<file path="src/rtl/pipeline_ctrl_pkg.sv">
// Shared types and constants for the pipeline hazard controller.
package pipeline_ctrl_pkg;

  typedef enum logic [2:0] {
    ST_RESET = 3'd0,
    ST_RUN   = 3'd1,
    ST_STALL = 3'd2,
    ST_FLUSH = 3'd3,
    ST_INT   = 3'd4
  } hz_state_t;

  localparam logic [1:0] PC_SEQ    = 2'd0;
  localparam logic [1:0] PC_BRANCH = 2'd1;
  localparam logic [1:0] PC_INT    = 2'd2;
  localparam logic [1:0] PC_RET    = 2'd3;

  function automatic int max_of4(input int a, input int b, input int c, input int d);
    int m;
    m = a;
    if (b > m) m = b;
    if (c > m) m = c;
    if (d > m) m = d;
    return m;
  endfunction

endpackage

</file>
<file path="src/rtl/hazard_match.sv">
// Compares every decoded source operand against a single destination register.
module hazard_match
  import pipeline_ctrl_pkg::*;
#(
  parameter int REG_AW             = 5,
  parameter int NUM_SRC            = 2,
  parameter int ZERO_REG_HARDWIRED = 0
) (
  input  logic [NUM_SRC*REG_AW-1:0] src_addr,
  input  logic [NUM_SRC-1:0]        src_valid,
  input  logic [REG_AW-1:0]         dst,
  input  logic                      wr_en,
  output logic                      match
);

  // Any valid operand reading the written register is a hit; r0 is exempt when hardwired.
  always_comb begin
    match = 1'b0;
    for (int i = 0; i < NUM_SRC; i++) begin
      if (src_valid[i] && wr_en && (src_addr[i*REG_AW +: REG_AW] == dst) &&
          !((ZERO_REG_HARDWIRED != 0) && (src_addr[i*REG_AW +: REG_AW] == '0))) begin
        match = 1'b1;
      end
    end
  end

endmodule

</file>
<file path="src/rtl/pipeline_hazard_ctrl.sv">
// Pipeline hazard controller: RAW stalls, flush/interrupt/reset sequencing, memory stall hold.
module pipeline_hazard_ctrl
  import pipeline_ctrl_pkg::*;
#(
  parameter int REG_AW             = 5,
  parameter int NUM_SRC            = 2,
  parameter int FWD_EN             = 0,
  parameter int ZERO_REG_HARDWIRED = 0,
  parameter int EX_STALL_CYCLES    = 1,
  parameter int FLUSH_CYCLES       = 2,
  parameter int INT_CYCLES         = 2,
  parameter int RESET_CYCLES       = 2
) (
  input  logic                      clk,
  input  logic                      reset,
  input  logic [NUM_SRC*REG_AW-1:0] src_addr,
  input  logic [NUM_SRC-1:0]        src_valid,
  input  logic [REG_AW-1:0]         ex_dst,
  input  logic                      ex_wr_en,
  input  logic                      ex_is_load,
  input  logic [REG_AW-1:0]         wb_dst,
  input  logic                      wb_wr_en,
  input  logic                      branch_mispredict,
  input  logic                      ret_detect,
  input  logic                      interrupt,
  input  logic                      mem_stall,
  output logic                      fetch_stall,
  output logic                      dec_stall,
  output logic                      dec_nop,
  output logic                      flush,
  output logic [1:0]                pc_sel,
  output logic                      pc_reset,
  output logic                      int_ack
);

  localparam int MAX_CYC = max_of4(EX_STALL_CYCLES, FLUSH_CYCLES, INT_CYCLES, RESET_CYCLES);
  localparam int CNT_W   = $clog2(MAX_CYC + 1);

  localparam logic [CNT_W-1:0] RESET_LD = CNT_W'(RESET_CYCLES - 1);
  localparam logic [CNT_W-1:0] STALL_LD = CNT_W'(EX_STALL_CYCLES - 1);
  localparam logic [CNT_W-1:0] FLUSH_LD = CNT_W'(FLUSH_CYCLES - 1);
  localparam logic [CNT_W-1:0] INT_LD   = CNT_W'(INT_CYCLES - 1);
  localparam logic [CNT_W-1:0] CNT_ONE  = CNT_W'(1);

  hz_state_t        state_q, state_d;
  logic [CNT_W-1:0] cnt_q, cnt_d;
  logic             int_pend_q, int_pend_d;
  logic             irq_q, irq_d;
  logic             ex_hit, wb_hit, raw_ex, raw_wb, int_rise;

  hazard_match #(
    .REG_AW(REG_AW), .NUM_SRC(NUM_SRC), .ZERO_REG_HARDWIRED(ZERO_REG_HARDWIRED)
  ) u_match_ex (
    .src_addr(src_addr), .src_valid(src_valid), .dst(ex_dst), .wr_en(ex_wr_en), .match(ex_hit)
  );

  hazard_match #(
    .REG_AW(REG_AW), .NUM_SRC(NUM_SRC), .ZERO_REG_HARDWIRED(ZERO_REG_HARDWIRED)
  ) u_match_wb (
    .src_addr(src_addr), .src_valid(src_valid), .dst(wb_dst), .wr_en(wb_wr_en), .match(wb_hit)
  );

  // With forwarding only a load in EX can't be bypassed, and WB is always bypassed.
  always_comb begin
    raw_ex   = (FWD_EN != 0) ? (ex_hit && ex_is_load) : ex_hit;
    raw_wb   = (FWD_EN != 0) ? 1'b0 : wb_hit;
    int_rise = interrupt && !irq_q;
    irq_d    = interrupt;
  end

  // Next state and Mealy outputs. The RUN cycle that detects an event is the first
  // bubble cycle, so a counted state loaded with N-1 lasts N-1 cycles and leaves at cnt==1.
  always_comb begin
    state_d     = state_q;
    cnt_d       = cnt_q;
    int_pend_d  = int_pend_q;
    fetch_stall = 1'b0;
    dec_stall   = 1'b0;
    dec_nop     = 1'b0;
    flush       = 1'b0;
    pc_sel      = PC_SEQ;
    pc_reset    = 1'b0;
    int_ack     = 1'b0;
    if (reset) begin
      pc_reset    = 1'b1;
      flush       = 1'b1;
      fetch_stall = 1'b1;
    end else begin
      case (state_q)
        ST_RESET: begin
          flush       = 1'b1;
          fetch_stall = 1'b1;
          if (cnt_q == '0) state_d = ST_RUN;
          else             cnt_d   = cnt_q - CNT_ONE;
        end
        ST_RUN: begin
          if (mem_stall) begin
            fetch_stall = 1'b1;
            dec_stall   = 1'b1;
            if (int_rise) int_pend_d = 1'b1;
          end else if (interrupt || int_pend_q) begin
            pc_sel     = PC_INT;
            flush      = 1'b1;
            dec_nop    = 1'b1;
            int_ack    = 1'b1;
            int_pend_d = 1'b0;
            if (INT_CYCLES > 1) begin
              state_d = ST_INT;
              cnt_d   = INT_LD;
            end
          end else if (branch_mispredict || ret_detect) begin
            pc_sel  = branch_mispredict ? PC_BRANCH : PC_RET;
            flush   = 1'b1;
            dec_nop = 1'b1;
            if (FLUSH_CYCLES > 1) begin
              state_d = ST_FLUSH;
              cnt_d   = FLUSH_LD;
            end
          end else if (raw_ex) begin
            fetch_stall = 1'b1;
            dec_stall   = 1'b1;
            dec_nop     = 1'b1;
            if (EX_STALL_CYCLES > 1) begin
              state_d = ST_STALL;
              cnt_d   = STALL_LD;
            end
          end else if (raw_wb) begin
            fetch_stall = 1'b1;
            dec_stall   = 1'b1;
            dec_nop     = 1'b1;
          end
        end
        ST_STALL, ST_FLUSH, ST_INT: begin
          dec_nop = 1'b1;
          if (state_q == ST_STALL) begin
            fetch_stall = 1'b1;
            dec_stall   = 1'b1;
          end else begin
            flush = 1'b1;
          end
          if (interrupt && (state_q != ST_INT)) int_pend_d = 1'b1;
          if (mem_stall) begin
            fetch_stall = 1'b1;
            dec_stall   = 1'b1;
          end else if (cnt_q <= CNT_ONE) begin
            state_d = ST_RUN;
          end else begin
            cnt_d = cnt_q - CNT_ONE;
          end
        end
        default: state_d = ST_RESET;
      endcase
    end
  end

  // Control registers; reset restarts the fill sequence and drops any deferred interrupt.
  always_ff @(posedge clk) begin
    if (reset) begin
      state_q    <= ST_RESET;
      cnt_q      <= RESET_LD;
      int_pend_q <= 1'b0;
      irq_q      <= 1'b0;
    end else begin
      state_q    <= state_d;
      cnt_q      <= cnt_d;
      int_pend_q <= int_pend_d;
      irq_q      <= irq_d;
    end
  end

endmodule
</file>
<file path="config.mk">
export PLATFORM = sky130hd
export DESIGN_NAME = pipeline_hazard_ctrl
export DESIGN_NICKNAME = d
export VERILOG_FILES = /design/src/rtl/pipeline_ctrl_pkg.sv /design/src/rtl/hazard_match.sv /design/src/rtl/pipeline_hazard_ctrl.sv
export SDC_FILE = /design/constraint.sdc
export NUM_CORES = 1
export LEC_CHECK = 0
export CELL_PAD_IN_SITES_DETAIL_PLACEMENT = 0
export CELL_PAD_IN_SITES_GLOBAL_PLACEMENT = 1
export CORE_MARGIN = 2
export CORE_UTILIZATION = 25
export DETAILED_ROUTE_END_ITERATION = 7
export PLACE_DENSITY = 0.81
export SYNTH_ARGS = -nofsm -noshare
export SYNTH_HDL_FRONTEND = slang
export SYNTH_HIERARCHICAL = 1
export SYNTH_SLANG_ARGS = --single-unit
</file>
<file path="constraint.sdc">
create_clock -name clk -period 1.6 [get_ports clk]
set_input_delay 0.24 -clock clk [delete_from_list [all_inputs] [get_ports clk]]
set_output_delay 0.24 -clock clk [all_outputs]
set_load 0.01 [all_outputs]
</file>
==> results.cfg, run 1 <==
[outcome]
status = finished, violations left
failed_checks = negative setup slack

[clock_network]
cts_max_level = 1
insertion_delay_ns = 0.25
path_clk_slew_ns = 0.06
cts-root-buf = clkbuf_4
postCtsHoldBufs = 0
numCtsBuffers = 3
cts_sinks = 7
cts_tree = built
clockBufferDepth = 2

[grt]
antenna_found_initial = 0
grt_max_degree = 13
gr-total-overflow = 0
grt_pass1_vias = 1152
grt_pass1_wl_um = 4671
grtUsageTotal_pct = 16.43

[logic_synthesis]
synth.yosys.seq_area_share_pct = 16.62
syn_area_um2 = 843.3
ys_warn_count = 6
syn-num-nets = 143
synthTopCellsByArea = xnor2_1 (21%), dfxtp_1 (17%), nor2_1 (4.0%)
avgSynthCellArea_um2 = 7.666
synth_top_area_share_pct = 20.77
synth_cell_type_count = 41
synth-seq-cells = 7
synth_top_cell_by_area = xnor2_1
netlist_instances = 110

[pwr]
power.leakage_nw = 0.6807
peakVddDrop_uv = 267.1
powerDensity_nw_per_um2 = 806.8

[finish]
antenna_cells = 0
stdcell_area_um2 = 1585
fillers = 310
syn2layout_area_growth_pct = 87.98
final_layout_size_suffix_gt1_share_pct = 52.33
fin_util_pct = 48.27
nNetsFinal = 206
final_cells = 218

[sta]
finalClockSkew_ns = 0.004209
grt_setup_unrepaired = yes
worstMarginPinSlew_ns = 0.3144
fmax_ghz = 0.5542
finalWorstSetupSlack_ns = -0.2044
maxSlewHeadroom_pct = 78.99
finalCriticalPeriod_ns = 1.804
period_share_pct = 112.8
finalSetupViolCount = 4
whs_ns = 0.3837
fin_setup_tns_ns = -0.5444
slew_viol_final = 0
hold_violations = 0

[setup_path]
cp.depth = 5
end_kind = primary output
cp_max_fo = 3
cp.required_ns = 1.36
crit_family = simple AND/OR/NAND/NOR gates
rr_worst_depth = 6
crit_slowest_cell = or4_4
start_kind = register
path_class = reg -> out
cp_num_buf_inv = 1
path_cells = or4_4 > o211ai_1 > a21o_1 > a21oi_2 > buf_2
crit_arrival_ns = 1.56
critPathLaunch = int_pend_q$_SDFFE_PP0P_
slowest_delay_ns = 0.44
rr_startpoint = state_q[2]$_SDFFE_PP0P_

[drt]
post-route-drc-count = 0
wl_per_cell_um = 13.55
via_per_inst = 4.922
routed-via-count = 1073
drtIter0Drc = 18
firstDrtPassIters = 4
route.antenna.remaining_nets = 0
drt-total-wl_um = 2953

[die]
initial_core_util_pct = 25.68
core_um2 = 3284
fp.dieH_um = 62.08
die-area_um2 = 3854
die_w_um = 62.08
rows = 21
io_pins = 39

[placement]
place_area_um2 = 1396
numPortBuffers = 37
place.gp.congestion = 0.8609
placedCellCount = 209
hpwl_um = 2278

[job]
maxCapViolCount = 0

[worst_hold_path]
min_path_type = in -> reg
hp-start = interrupt
whs_path_depth = 2
==> area by class of cell <==
class                   instances  area, um2  share of cell area, %
repair buffers                 64      546.8                  34.49
well taps                      46      57.56                  3.631
multi-input cells              91      780.7                  49.25
flip-flops and latches          7      148.9                  9.392
clock buffers                   4      26.28                  1.657
inverters                       6      25.02                  1.579
==> kinds of logic after synthesis <==
group | Yosys count | share of synthesized area (%)
flip-flops | 7 | 16.62
buffers and inverters | 12 | 7.417
AO/OA/AOI/OAI | 29 | 25.08
XOR/XNOR | 20 | 20.77
adder cells (fa/ha/maj) | 2 | 2.967
AND/OR/NAND/NOR | 40 | 27.15
==> routing by layer <==
layer,wire [um],GRT usage (%),vias to the layer above
met2,1559,33.33,48
li1,-,-,524
met4,57,5.775,0
met3,220,2.899,6
met5,0,0,-
met1,1115,16.23,495
==> sequential cells by signal (all words and copies together), names as in the netlist <==
register,flops
cnt_q,2
state_q,3
int_pend_q,1
irq_q,1
==> timing repair <==
action	in CTS	in global routing
gates resized for setup	175	14
endpoints found under the setup margin	11	9
pin swaps	36	3
buffers inserted	5	0
==> stage by stage <==
step           worst slack [ns]  power, mW
5_1_grt                 -0.2425      1.376
3_3_place_gp            -0.9299     0.9345
4_1_cts                 -0.1962      1.203
6_report                -0.2044      1.279
3_5_place_dp            -0.9716     0.9596
2_1_floorplan            0.1007     0.6457
==> cells in the final DEF (no fill, tap or decap), types with 4 or more instances in the layout <==
| cell | Yosys | layout |
|---|---|---|
| buf_4 | 2 | 23 |
| buf_6 | 1 | 18 |
| xnor2_2 | 0 | 11 |
| buf_2 | 2 | 10 |
| xnor2_1 | 20 | 9 |
| nor2_1 | 9 | 7 |
| nand4_1 | 5 | 5 |
| clkdlybuf4s15_1 | 0 | 5 |
| o21ai_1 | 3 | 4 |
| nor3_1 | 4 | 4 |
| nand2_1 | 4 | 4 |
| dfxtp_2 | 0 | 4 |
| dlygate4sd2_1 | 0 | 4 |
==> cell usage after synthesis <==
cell       instances
xnor2_1           20
nor2_1             9
dfxtp_1            7
inv_1              5
nand4_1            5
a21oi_1            4
nand2_1            4
nand3_1            4
nor3_1             4
a21o_1             3
a31oi_1            3
nand2b_1           3
nor2b_1            3
o21ai_1            3
and3b_1            2
buf_2              2
buf_4              2
ha_1               2
o21ai_0            2
o22ai_1            2
a2111oi_0          1
a2111oi_1          1
a21boi_0           1
a22o_1             1
a311oi_1           1
a31o_1             1
and2b_1            1
and4bb_1           1
buf_6              1
clkbuf_1           1
inv_2              1
nor3_2             1
nor4_1             1
o211ai_1           1
o22a_1             1
o311ai_2           1
o31a_1             1
o32a_1             1
o32ai_1            1
or2_2              1
or4_4              1
==> power breakdown <==
part           leakage (nW)  switching (mW)  total [mW]  internal [mW]
clock network        0.0150          0.0725       0.168         0.0957
registers            0.0600          0.0417       0.269          0.227
logic                 0.606           0.378       0.842          0.464
==> final timing paths <==
check                             to  slack [ns]
max                          dec_nop       -0.20
min                 irq_q$_SDFF_PP0_        0.38
max reg2reg    cnt_q[0]$_SDFFE_PP1P_        0.01
min reg2reg  state_q[1]$_SDFFE_PP0P_        0.56
==> worst register-to-register path, cell delays in order (launching register included) <==
cell and delay (ns):
dfxtp_2 0.33, buf_6 0.12, buf_6 0.12, and4bb_1 0.23, o311ai_4 0.34, a22o_1 0.23, a31oi_1 0.09
(Power assumes the default switching activity.)
==> inputs of run 2 (changes only) <==
- CORE_MARGIN: 2 -> not set
==> results.cfg, run 2 (synthesized netlist as in run 1, its figures left out) <==
[grt]
grt_pass1_vias = 1101
antenna_found_initial = 0
grt_pass1_wl_um = 4512
grt_max_degree = 13
met3_usage_pct = 3.896
top_usage_layer = met2
grtUsageTotal_pct = 16.89
grtUsageMet1_pct = 17.40
use_met2_pct = 32.06
gr-total-overflow = 0

[die]
initial_core_util_pct = 26.96
fp.dieH_um = 60.08
die_w_um = 60.08
die-area_um2 = 3610
rows = 20
core_um2 = 3128
io_pins = 39

[sta]
maxSlewHeadroom_pct = 77.60
slew_viol_final = 0
worstMarginPinSlew_ns = 0.3352
grt_setup_unrepaired = yes
period_share_pct = 114.4
hold_violations = 0
finalClockSkew_ns = 0.006887
finalWorstSetupSlack_ns = -0.2308
finalSetupViolCount = 4
finalCriticalPeriod_ns = 1.831
fmax_ghz = 0.5462

[finish]
final_layout_size_suffix_gt1_share_pct = 50.57
final_cell_mix = buf_4 (27), buf_6 (18), xnor2_2 (11)
largest_reg_flops = 3
syn2layout_area_growth_pct = 92.73
nNetsFinal = 210
layout_commonest_cell = buf_4
reg_top3 = state_q (3), cnt_q (2)
top_register = state_q
antenna_cells = 0

[setup_path]
cp_max_fo = 3
reg2reg_slack_ns = 0
cp.required_ns = 1.36
crit_arrival_ns = 1.59
endpoint = dec_nop
rr_startpoint = cnt_q[1]$_SDFFE_PP0P_
start_kind = register
rr_worst_depth = 6
path_class = reg -> out
end_kind = primary output
rr_endpoint = cnt_q[1]$_SDFFE_PP0P_
critPathLaunch = int_pend_q$_SDFFE_PP0P_

[clock_network]
cts_tree = built
cts_max_level = 1
path_clk_slew_ns = 0.06
clockBufferDepth = 2
cts-root-buf = clkbuf_4
cts_sinks = 7
insertion_delay_ns = 0.27
numCtsBuffers = 3

[placement]
place.gp.congestion = 0.8100
hpwl_um = 2164
pre_cts_ws_ns = -0.9764
numPortBuffers = 37

[drt]
post-route-drc-count = 0
via_per_inst = 4.895
wl_per_cell_um = 12.35
firstDrtPassIters = 4
drtIter0Drc = 24
drt-total-wl_um = 2718
routed-via-count = 1077
route.antenna.remaining_nets = 0

[pwr]
peakVddDrop_uv = 327.7
post-layout-total-power_mw = 1.267
power.leakage_nw = 0.7045
powerDensity_nw_per_um2 = 779.3

[worst_hold_path]
min_path_type = in -> reg
hp-start = interrupt

[outcome]
status = finished, violations left
failed_checks = negative setup slack

[job]
maxCapViolCount = 0
==> run 2: worst min-delay path by stage <==
stage	to	depth (start not counted)
2_1_floorplan	irq_q$_SDFF_PP0_	1
3_3_place_gp	cnt_q[0]$_SDFFE_PP1P_	2
3_5_place_dp	cnt_q[0]$_SDFFE_PP1P_	2
4_1_cts	irq_q$_SDFF_PP0_	3
5_1_grt	irq_q$_SDFF_PP0_	3
6_report	irq_q$_SDFF_PP0_	3
==> run 2: where the power goes <==
| group | internal, mW | leakage [nW] | total [mW] | switching, mW |
|---|---|---|---|---|
| logic | 0.473 | 0.630 | 0.830 | 0.358 |
| clock network | 0.0960 | 0.0150 | 0.174 | 0.0776 |
| registers | 0.224 | 0.0591 | 0.263 | 0.0388 |
| total | 0.793 | 0.705 | 1.27 | 0.474 |
==> run 2: what timing repair did <==
action,CTS,global route
setup endpoints to repair,10,9
hold buffers,0,0
gates resized for setup,183,5
pin swaps,39,9
buffers inserted,4,3
==> run 2: area by class of cell <==
cell class              count  area [um2]
inverters                   6       22.52
multi-input cells          91       768.2
well taps                  44       55.05
fillers                   319        1503
repair buffers             68       606.8
flip-flops and latches      7       146.4
clock buffers               4       26.28
==> run 2: through the flow <==
step	cells	util, %	TNS (ns)	area (um2)	hold slack [ns]
2_1_floorplan	110	-	0	843.3	0.3682
3_3_place_gp	209	45.04	-6.274	1409	0.5059
3_5_place_dp	209	45.04	-6.576	1409	0.5268
4_1_cts	217	50.76	-0.5746	1588	0.5037
5_1_grt	220	51.96	-1.186	1625	0.5481
6_report	220	51.96	-0.6120	1625	0.5000
==> run 2: per-layer routing <==
metal	vias to the layer above	wire [um]	part of all wire, %
met5	-	0	0
met1	494	1117	41
met4	0	75	2.8
met2	37	1377	51
met3	10	148	5.4
li1	536	-	-
==> run 2: worst max-delay path, cell delays in order, from the launching register on <==
cell      delay [ns]
dfxtp_2         0.34
or4_4           0.44
o211ai_1        0.20
a21o_1          0.16
a21oi_2         0.06
buf_2           0.14
==> inputs of run 3 (changes only) <==
--- a/config.mk
+++ b/config.mk
@@ -6,4 +6,5 @@
 export NUM_CORES = 1
 export LEC_CHECK = 0
+export CAP_MARGIN = 20
 export CELL_PAD_IN_SITES_DETAIL_PLACEMENT = 0
 export CELL_PAD_IN_SITES_GLOBAL_PLACEMENT = 1
==> constraint.sdc (replaced) <==
create_clock -name clk -period 1.6 [get_ports clk]
set_input_delay 0.24 -clock clk [delete_from_list [all_inputs] [get_ports clk]]
set_output_delay 0.24 -clock clk [all_outputs]
set_load 0.02 [all_outputs]
==> results.cfg, run 3 (synthesized netlist as in run 1, its figures left out) <==
[outcome]
status = finished, violations left
failed_checks = negative setup slack

[drt]
via_per_inst = 5.023
routed-via-count = 1080
m1WireLength_um = 1156
firstDrtPassIters = 5
wl_met3_um = 172
post-route-drc-count = 0
top_layer_used = met4
wl_per_cell_um = 13.89
drtIter0Drc = 29
drt-total-wl_um = 2987
route.antenna.remaining_nets = 0
met2RoutedLength_um = 1630

[placement]
place_area_um2 = 1408
placedCellCount = 208
numPortBuffers = 37
pre_cts_ws_ns = -1.085
place.gp.congestion = 0.8190
hpwl_um = 2162

[die]
rows = 20
die-area_um2 = 3610
initial_core_util_pct = 26.96
core_um2 = 3128
io_pins = 39
fp.dieH_um = 60.08
die_w_um = 60.08

[setup_path]
cpMostUsedCell = buf_6
cp.required_ns = 1.36
rr_endpoint = cnt_q[1]$_SDFFE_PP0P_
path_cells = buf_6 > xnor2_2 > nand4_1 > o22ai_1 > or2_4 > a31oi_2 > o22a_1 > nor3_4 > buf_6
crit_family = compound AO/OA/AOI/OAI gates
end_kind = primary output
slowest_delay_ns = 0.24
start_kind = input port
critPathLaunch = wb_dst[1]
crit_slowest_cell = o22a_1
cp_num_buf_inv = 2
path_class = in -> out
rr_startpoint = state_q[2]$_SDFFE_PP0P_
rr_worst_depth = 6
reg2reg_slack_ns = 0.01
crit_arrival_ns = 1.59
cp_max_fo = 2

[sta]
grt_setup_unrepaired = yes
whs_ns = 0.5081
finalClockSkew_ns = 0.004984
finalCriticalPeriod_ns = 1.826
hold_violations = 0
maxSlewHeadroom_pct = 76.53
period_share_pct = 114.1
slew_viol_final = 0
fmax_ghz = 0.5476
finalSetupViolCount = 4
worstMarginPinSlew_ns = 0.3431
finalWorstSetupSlack_ns = -0.2262
fin_setup_tns_ns = -0.7462

[pwr]
clockPowerShare_pct = 13.7
seq_power_share_pct = 21.1
powerDensity_nw_per_um2 = 776.0
power.leakage_nw = 0.7030
p_comb_share_pct = 65.2
p_sw_mw = 0.4905
peakVddDrop_uv = 452.1
swShare_pct = 39.10
post-layout-total-power_mw = 1.254
internal_power_mw = 0.7639

[worst_hold_path]
hp-start = interrupt
min_path_type = in -> reg
whs_path_depth = 3
min_to = irq_q$_SDFF_PP0_

[clock_network]
numCtsBuffers = 3
path_clk_slew_ns = 0.06
clockBufferDepth = 2
cts_sinks = 7
insertion_delay_ns = 0.26
postCtsHoldBufs = 0
cts-root-buf = clkbuf_4
cts_max_level = 1
cts_tree = built

[grt]
grt_pass1_wl_um = 4636
grtUsageTotal_pct = 17.36
grt_max_degree = 13
gr-total-overflow = 0
antenna_found_initial = 0
grt_pass1_vias = 1072

[finish]
syn2layout_area_growth_pct = 91.69
fin_util_pct = 51.68
final_cell_mix = buf_6 (24), buf_4 (24), xnor2_2 (13)
nNetsFinal = 205
reg_top3 = state_q (3), cnt_q (2)
largest_reg_flops = 3
antenna_cells = 0
stdcell_area_um2 = 1617
final_layout_size_suffix_gt1_share_pct = 49.71
top_register = state_q
final_cells = 215

[job]
maxCapViolCount = 0
## run 3: cell count changes in the layout (fill, tap and decap cells not counted), sizes merged
cell and delta:
buf -4, clkdlybuf4s15 -1
## run 3: final cells by class
cell class,instances,area [um2]
Clock buffer,4,26.28
Fill cell,312,1511
Inverter,6,25.02
Multi-Input combinational cell,91,787.0
Sequential cell,7,147.6
Tap cell,44,55.05
Timing Repair Buffer,63,575.6
## run 3: worst max path at each step
stage | to | slack (ns) | depth (start not counted)
6_report | dec_stall | -0.23 | 9
4_1_cts | dec_nop | -0.23 | 5
3_3_place_gp | dec_stall | -1.03 | 9
5_1_grt | dec_nop | -0.28 | 5
2_1_floorplan | dec_nop | 0.03 | 7
3_5_place_dp | dec_stall | -1.09 | 9
## run 3: timing repair
action | in CTS | in global routing
endpoints found under the setup margin | 10 | 9
cloned | 0 | 0
resized for setup | 189 | 10
pin swaps | 39 | 9
buffers inserted | 1 | 2
## run 3: power groups by stage
| stage | Combinational, mW | Clock (mW) | Sequential [mW] |
|---|---|---|---|
| after floorplan | 0.420 | 0 | 0.249 |
| after global placement | 0.692 | 0 | 0.253 |
| after detailed placement | 0.713 | 0 | 0.257 |
| after CTS | 0.785 | 0.174 | 0.258 |
| after global routing | 0.878 | 0.186 | 0.271 |
| final | 0.818 | 0.171 | 0.265 |
## run 3: worst register-to-register path, delay by kind of cell, from the launching register on
family                 cells  cell delay [ns]
flip-flops                 1             0.35
buffers and inverters      2             0.27
AND/OR/NAND/NOR            1             0.25
AO/OA/AOI/OAI              3             0.60
## run 3: metal layers
layer / track usage (%) / vias up
met5: 0 / -
met4: 3.987 / 0
met3: 4.329 / 4
met2: 34.60 / 35
met1: 17.71 / 516
li1: - / 525
